**src/rtl/display_pkg.sv**
```systemverilog
// Shared types and constants for the multiplexed 7-segment scan controller.
// Latency: n/a (package only).
// Backpressure: n/a.
package display_pkg;

  // Scan FSM: OFF (blanked), DRIVE (one digit lit), GAP (anti-ghosting dark time)
  typedef enum logic [1:0] {
    OFF   = 2'd0,
    DRIVE = 2'd1,
    GAP   = 2'd2
  } scan_state_e;

  // Segment pattern with every segment dark (a..g, MSB = a)
  localparam logic [6:0] SEG_OFF = 7'b0000000;

  // Counter width able to hold 0..n-1; never narrower than one bit
  function automatic int cnt_width(input int n);
    return (n > 1) ? $clog2(n) : 1;
  endfunction

endpackage

```
**src/rtl/DisplayDecoder.sv**
```systemverilog
// Hex nibble to 7-segment pattern decoder (a..g, MSB = a, active-high).
// Latency: combinational, zero cycles.
// Backpressure: none.
// Ports: nibble - hex digit in; seg - segment pattern out.
module DisplayDecoder
  import display_pkg::*;
(
  input  logic [3:0] nibble,
  output logic [6:0] seg
);

  always_comb begin
    seg = SEG_OFF;
    case (nibble)
      4'h0: seg = 7'b1111110;
      4'h1: seg = 7'b0110000;
      4'h2: seg = 7'b1101101;
      4'h3: seg = 7'b1111001;
      4'h4: seg = 7'b0110011;
      4'h5: seg = 7'b1011011;
      4'h6: seg = 7'b1011111;
      4'h7: seg = 7'b1110000;
      4'h8: seg = 7'b1111111;
      4'h9: seg = 7'b1111011;
      4'hA: seg = 7'b1110111;
      4'hB: seg = 7'b0011111;
      4'hC: seg = 7'b1001110;
      4'hD: seg = 7'b0111101;
      4'hE: seg = 7'b1001111;
      4'hF: seg = 7'b1000111;
      default: seg = SEG_OFF;
    endcase
  end

endmodule

```
**src/rtl/display_scan_ctrl.sv**
```systemverilog
// Time-multiplexed 7-segment scanner: lights one digit for PRESCALE cycles, then GAP_CYCLES dark.
// Latency: outputs registered, change in the same cycle as the FSM state; load visible at next frame start.
// Backpressure: none; load_i is a strobe, a newer load overwrites an uncommitted one.
// Ports: clk_i/rst_ni clock and async active-low reset; enable_i scan enable; load_i/value_i value
//        capture (digit 0 in [3:0]); blank_i live per-digit blank; seg_o/dig_o segment and digit drives;
//        pending_o loaded value awaiting commit; frame_o one-cycle pulse at each frame start.
// Build option: define DISPLAY_SCAN_LZB_EN to add leading-zero blanking (digit 0 always shown).
module display_scan_ctrl
  import display_pkg::*;
#(
  parameter int NUM_DIGITS = 4,
  parameter int PRESCALE   = 50000,
  parameter int GAP_CYCLES = 2
) (
  input  logic                    clk_i,
  input  logic                    rst_ni,
  input  logic                    enable_i,
  input  logic                    load_i,
  input  logic [4*NUM_DIGITS-1:0] value_i,
  input  logic [NUM_DIGITS-1:0]   blank_i,
  output logic [6:0]              seg_o,
  output logic [NUM_DIGITS-1:0]   dig_o,
  output logic                    pending_o,
  output logic                    frame_o
);

  localparam int PW = cnt_width(PRESCALE);
  localparam int GW = cnt_width(GAP_CYCLES);
  localparam int IW = cnt_width(NUM_DIGITS);

  localparam logic [PW-1:0] P_LAST = PW'(PRESCALE - 1);
  localparam logic [GW-1:0] G_LAST = GW'(GAP_CYCLES - 1);
  localparam logic [IW-1:0] I_LAST = IW'(NUM_DIGITS - 1);

  scan_state_e             state_q, state_d;
  logic [PW-1:0]           pcnt_q, pcnt_d;
  logic [GW-1:0]           gcnt_q, gcnt_d;
  logic [IW-1:0]           idx_q, idx_d;
  logic [4*NUM_DIGITS-1:0] disp_q, disp_d;
  logic [4*NUM_DIGITS-1:0] pend_q, pend_d;
  logic                    pend_vld_q, pend_vld_d;
  logic [6:0]              seg_q, seg_d;
  logic [NUM_DIGITS-1:0]   dig_q, dig_d;
  logic                    frame_q;
  logic                    commit;
  logic [3:0]              nibble;
  logic [6:0]              dec_seg;
  logic [NUM_DIGITS-1:0]   blank_eff;
`ifdef DISPLAY_SCAN_LZB_EN
  logic                    lz_seen;
`endif

  // Next-state: enable low always wins and clears all scan counters.
  always_comb begin
    state_d = state_q;
    pcnt_d  = pcnt_q;
    gcnt_d  = gcnt_q;
    idx_d   = idx_q;
    if (!enable_i) begin
      state_d = OFF;
      pcnt_d  = '0;
      gcnt_d  = '0;
      idx_d   = '0;
    end else begin
      case (state_q)
        OFF: begin
          state_d = DRIVE;
          pcnt_d  = '0;
          idx_d   = '0;
        end
        DRIVE: begin
          if (pcnt_q == P_LAST) begin
            state_d = GAP;
            pcnt_d  = '0;
            gcnt_d  = '0;
          end else begin
            pcnt_d = pcnt_q + 1'b1;
          end
        end
        GAP: begin
          if (gcnt_q == G_LAST) begin
            state_d = DRIVE;
            gcnt_d  = '0;
            pcnt_d  = '0;
            idx_d   = (idx_q == I_LAST) ? '0 : idx_q + 1'b1;
          end else begin
            gcnt_d = gcnt_q + 1'b1;
          end
        end
        default: begin
          state_d = OFF;
          pcnt_d  = '0;
          gcnt_d  = '0;
          idx_d   = '0;
        end
      endcase
    end
  end

  // Commit happens only on entry into digit 0, so a frame never mixes two values.
  // A load landing on the commit edge bypasses the pending register.
  always_comb begin
    commit     = (state_d == DRIVE) && (state_q != DRIVE) && (idx_d == '0);
    disp_d     = disp_q;
    pend_d     = pend_q;
    pend_vld_d = pend_vld_q;
    if (commit) begin
      if (load_i) begin
        disp_d = value_i;
      end else if (pend_vld_q) begin
        disp_d = pend_q;
      end
      pend_vld_d = 1'b0;
    end else if (load_i) begin
      pend_d     = value_i;
      pend_vld_d = 1'b1;
    end
  end

  // The digit about to be driven, taken from the value that will be displayed.
  assign nibble = disp_d[{idx_d, 2'b00} +: 4];

  DisplayDecoder u_dec (
    .nibble (nibble),
    .seg    (dec_seg)
  );

  always_comb begin
    blank_eff = blank_i;
`ifdef DISPLAY_SCAN_LZB_EN
    // Walk down from the top digit; dark until the first nonzero nibble, digit 0 excluded.
    lz_seen = 1'b0;
    for (int k = NUM_DIGITS - 1; k > 0; k--) begin
      lz_seen = lz_seen | (|disp_d[4*k +: 4]);
      if (!lz_seen) begin
        blank_eff[k] = 1'b1;
      end
    end
`endif
  end

  // Outputs derived from next state so they register together with it.
  always_comb begin
    seg_d = SEG_OFF;
    dig_d = '0;
    if ((state_d == DRIVE) && !blank_eff[idx_d]) begin
      seg_d = dec_seg;
      dig_d = NUM_DIGITS'(1) << idx_d;
    end
  end

  always_ff @(posedge clk_i or negedge rst_ni) begin
    if (!rst_ni) begin
      state_q    <= OFF;
      pcnt_q     <= '0;
      gcnt_q     <= '0;
      idx_q      <= '0;
      disp_q     <= '0;
      pend_q     <= '0;
      pend_vld_q <= 1'b0;
      seg_q      <= SEG_OFF;
      dig_q      <= '0;
      frame_q    <= 1'b0;
    end else begin
      state_q    <= state_d;
      pcnt_q     <= pcnt_d;
      gcnt_q     <= gcnt_d;
      idx_q      <= idx_d;
      disp_q     <= disp_d;
      pend_q     <= pend_d;
      pend_vld_q <= pend_vld_d;
      seg_q      <= seg_d;
      dig_q      <= dig_d;
      frame_q    <= commit;
    end
  end

  assign seg_o     = seg_q;
  assign dig_o     = dig_q;
  assign pending_o = pend_vld_q;
  assign frame_o   = frame_q;

endmodule

```
**config.mk**
```make
export PLATFORM = sky130hd
export DESIGN_NAME = display_scan_ctrl
export DESIGN_NICKNAME = d
export VERILOG_FILES = /design/src/rtl/display_pkg.sv /design/src/rtl/DisplayDecoder.sv /design/src/rtl/display_scan_ctrl.sv
export SDC_FILE = /design/constraint.sdc
export NUM_CORES = 1
export LEC_CHECK = 0
export ABC_CLOCK_PERIOD_IN_PS = 3300
export CORE_ASPECT_RATIO = 0.5
export CORE_MARGIN = 10
export CORE_UTILIZATION = 52
export CTS_CLUSTER_DIAMETER = 50
export CTS_CLUSTER_SIZE = 10
export DETAILED_ROUTE_END_ITERATION = 12
export PLACE_DENSITY = 0.85
export SETUP_SLACK_MARGIN = 0.1
export SLEW_MARGIN = 30
export SYNTH_ARGS = -nofsm -noshare
export SYNTH_HDL_FRONTEND = slang
export SYNTH_SLANG_ARGS = --single-unit
```
**constraint.sdc**
```tcl
create_clock -name clk_i -period 3.3 [get_ports clk_i]
set_clock_uncertainty 0.2 [all_clocks]
set_input_delay 0.495 -clock clk_i [delete_from_list [all_inputs] [get_ports clk_i]]
set_output_delay 0.495 -clock clk_i [all_outputs]
set_load 0.02 [all_outputs]
```
==> results of run 1 <==
[sequential cells by signal, indices dropped and copies added, names as in the netlist]
name / count
dig_o: 4
disp_q: 16
state_q: 2
idx_q: 2
pend_q: 16
seg_o: 7
pending_o: 1
frame_o: 1
pcnt_q: 16
gcnt_q: 1
[cell usage after synthesis (all sizes together) (2+ instances only)]
cell type | n | area [um^2]
a31oi | 16 | 100
nand4 | 3 | 18.8
a221oi | 3 | 38.8
a32oi | 3 | 26.3
and3 | 7 | 43.8
nor2b | 18 | 113
xor2 | 7 | 61.3
a21boi | 2 | 15.0
inv | 15 | 56.3
a21oi | 13 | 72.6
nand3 | 15 | 75.1
dfrtp | 66 | 1650
ha | 12 | 150
o211ai | 3 | 22.5
buf | 6 | 50.0
a221o | 2 | 20.0
nor3 | 10 | 66.3
o21ai | 33 | 176
mux2i | 5 | 50.1
clkbuf | 12 | 45.0
and3b | 3 | 30.0
and2 | 8 | 50.1
nand2b | 2 | 12.5
a22o | 2 | 17.5
nand2 | 19 | 71.3
mux2 | 19 | 218
nor2 | 23 | 93.8
a22oi | 13 | 111
o31ai | 3 | 22.5
o221a | 4 | 45.0
o2111ai | 2 | 17.5
[layout make-up]
| type | count | area, um^2 |
|---|---|---|
| clock buffers | 11 | 253 |
| clock inverters | 4 | 75.1 |
| fillers | 476 | 1950 |
| inverters | 15 | 61.3 |
| multi-input cells | 271 | 2090 |
| flip-flops and latches | 66 | 1650 |
| well taps | 92 | 115 |
| repair buffers | 73 | 642 |
[what timing repair did]
action,in CTS,in global routing
gates resized for setup,5,27
pin swaps,1,11
setup endpoints to repair,7,7
hold endpoints to repair,0,37
buffers inserted,1,5
hold buffers,0,1
[metrics by stage]
stage	power, mW	worst slack (ns)	cells	hold WS (ns)
2_1_floorplan	1.39	0.108	370	-0.000591
3_3_place_gp	1.60	-0.160	510	0.274
3_5_place_dp	1.62	-0.202	510	0.285
4_1_cts	2.68	0.112	526	0.103
5_1_grt	2.87	-0.0733	532	0.311
6_report	2.76	0.0917	532	0.298
[layer usage]
metal  share of wire (%)  vias to the layer above
li1                    -                     1509
met1                  45                     1576
met2                  48                      110
met3                 5.6                       17
met4                 1.8                        0
met5                   0                        -
[placed cells by master, fill, tap and decap left out, types with 4 or more instances in the layout]
cell and instances:
a21oi_1 11, a22oi_1 12, a31oi_1 16, and2_1 7, and3_1 6, buf_4 36
clkbuf_16 9, clkdlybuf4s50_1 35, dfrtp_1 64, ha_1 5, ha_4 5, inv_1 10
mux2_2 17, mux2i_1 4, nand2_1 19, nand3_1 14, nor2_1 21, nor2b_1 18
nor3_1 6, o21ai_0 26, o21ai_1 4, xor2_1 7
[worst max-delay path: cells and delay by family, from the launching register on]
kind / cells / cell delay, ns
adder cells (fa/ha/maj): 2 / 0.41
AND/OR/NAND/NOR: 4 / 0.77
buffers and inverters: 2 / 0.35
AO/OA/AOI/OAI: 5 / 0.93
flip-flops: 1 / 0.43
[power by group]
| part | internal, mW | switching, mW | total (mW) |
|---|---|---|---|
| combinational | 0.346 | 0.361 | 0.707 |
| sequential | 0.921 | 0.0917 | 1.01 |
| clock | 0.697 | 0.339 | 1.04 |
| total | 1.96 | 0.792 | 2.76 |
[kinds of logic (layout without fill, tap and decap cells)]
kind of cell,count (synthesis),in the layout,share of synthesized area [%]
AND/OR/NAND/NOR,117,117,17.5
adder cells (fa/ha/maj),12,12,4.00
multiplexers,24,24,7.14
XOR/XNOR,8,8,1.87
buffers and inverters,33,103,4.04
AO/OA/AOI/OAI,110,110,21.5
flip-flops,66,66,44.0
[path summary, 6_finish.rpt]
path	endpoint	cells past startpoint
min in group asynchronous	frame_o	2
max in group asynchronous	state_q[1]	3
worst max-delay path	seg_o[3]	13
worst min register to register	disp_q[10]	1
worst max register to register	seg_o[3]	13
worst min-delay path	disp_q[10]	1
==> flow_summary.json, run 1 <==
{
  "crit_fanout": 19,
  "max_freq_mhz": 312,
  "drive_above_1_share_pct": 25.2,
  "min_period_ns": 3.21,
  "leakage_nw": 2.07,
  "min_from": "disp_q[10]",
  "startpoint_type": "flop",
  "met3_usage_pct": 5.11,
  "first_pass_iters": 5,
  "cts.sinks": 66,
  "required_ns": 3.34,
  "numCtsBuffers": 9,
  "cts_tree": "yes",
  "startpoint": "state_q[1]",
  "tightest_slew_ns": 0.614,
  "grt_antenna_before_repair": 0,
  "rsz0062_at_grt": "true",
  "viasPerCell": 6.04,
  "wirelength_um": 9400,
  "grt_max_degree": 40,
  "cap_violations": 0,
  "antenna_cells": 0,
  "crit_path_end_kind": "flop",
  "syn_area_per_cell_um2": 10.1,
  "die_y_um": 80.0,
  "grtUsageTotal_pct": 16.1,
  "status": "complete, no violations",
  "vias": 3212,
  "cts_buffer_depth": 2,
  "synth_nets": 406,
  "grt-ovfl-total": 0,
  "clk_latency_ns": 0.34,
  "top_usage_layer": "met2",
  "utilization_pct": 71.5,
  "cts.clk_slew.worst_paths_ns": 0.05,
  "cp_common_cell": "ha_4",
  "cts.htree.levels": 3,
  "initialDrtViolationCount": 228,
  "power_density_nw_per_um2": 564,
  "ys_async_sr_fraction_pct": 100,
  "drc": 0,
  "die_area_um2": 11200,
  "rrSetupSlack_ns": 0.09,
  "boundaryPins": 37,
  "die-width_um": 140,
  "cpPeakStageDelay_ns": 0.43,
  "antenna_left": 0,
  "portBuffers": 36,
  "final.setup.tns_ns": 0,
  "relSlewSlack_pct": 58.9,
  "yosysUniqueCellTypes": 68,
  "syn_inst": 370,
  "avgRoutedWirePerCell_um": 17.7,
  "grt.met2_usage_pct": 26.5,
  "slowest_stage": "dfrtp_2",
  "ys_seq_area_share_pct": 44.0,
  "synthToLayoutAreaGrowth_pct": 30.3,
  "path_cells": "buf_6 > ha_4 > and4bb_2 > a2111oi_4 > o21ai_2 > buf_4 > nand2_1 > and3_4 > o221ai_4 > ha_4 > nor3_2 > a21oi_1 > o31ai_1",
  "synth.ff_latch_count": 66,
  "finalSetupViolations": 0,
  "maxSlewViolCount": 0,
  "syn-cell-area_um2": 3750,
  "ys_warn_count": 0,
  "fin_nets": 472,
  "start_util_pct": 54.9,
  "core-area_um2": 6830,
  "peakVddDrop_mv": 0.319,
  "hold_viol": 0,
  "grtUsageMet1_pct": 19.6,
  "num_rows": 21,
  "worstSetupPathType": "flop to flop",
  "synth_edf_count": 0,
  "hpwl_um": 6100,
  "cp.arrival_ns": 3.25,
  "min_period_over_period_pct": 97.2,
  "r2r_start": "state_q[1]",
  "stdcell_area_um2": 4890,
  "hp-class": "flop to flop",
  "gp_congestion": 0.892,
  "dpl_cell_area_um2": 4360,
  "grt_pass1_wl_um": 14700,
  "synthFlopType": "dfrtp_1",
  "grt_pass1_vias": 3050,
  "cts.root.buffer_cell": "clkbuf_16"
}
Power figures use the tool's default switching activity.
==> inputs of run 2 (changes only) <==
Settings changed: HOLD_SLACK_MARGIN from default to 0.02.
==> results of run 2 <==
Same layout as run 1: the final DEF is identical, and so are final timing and power.
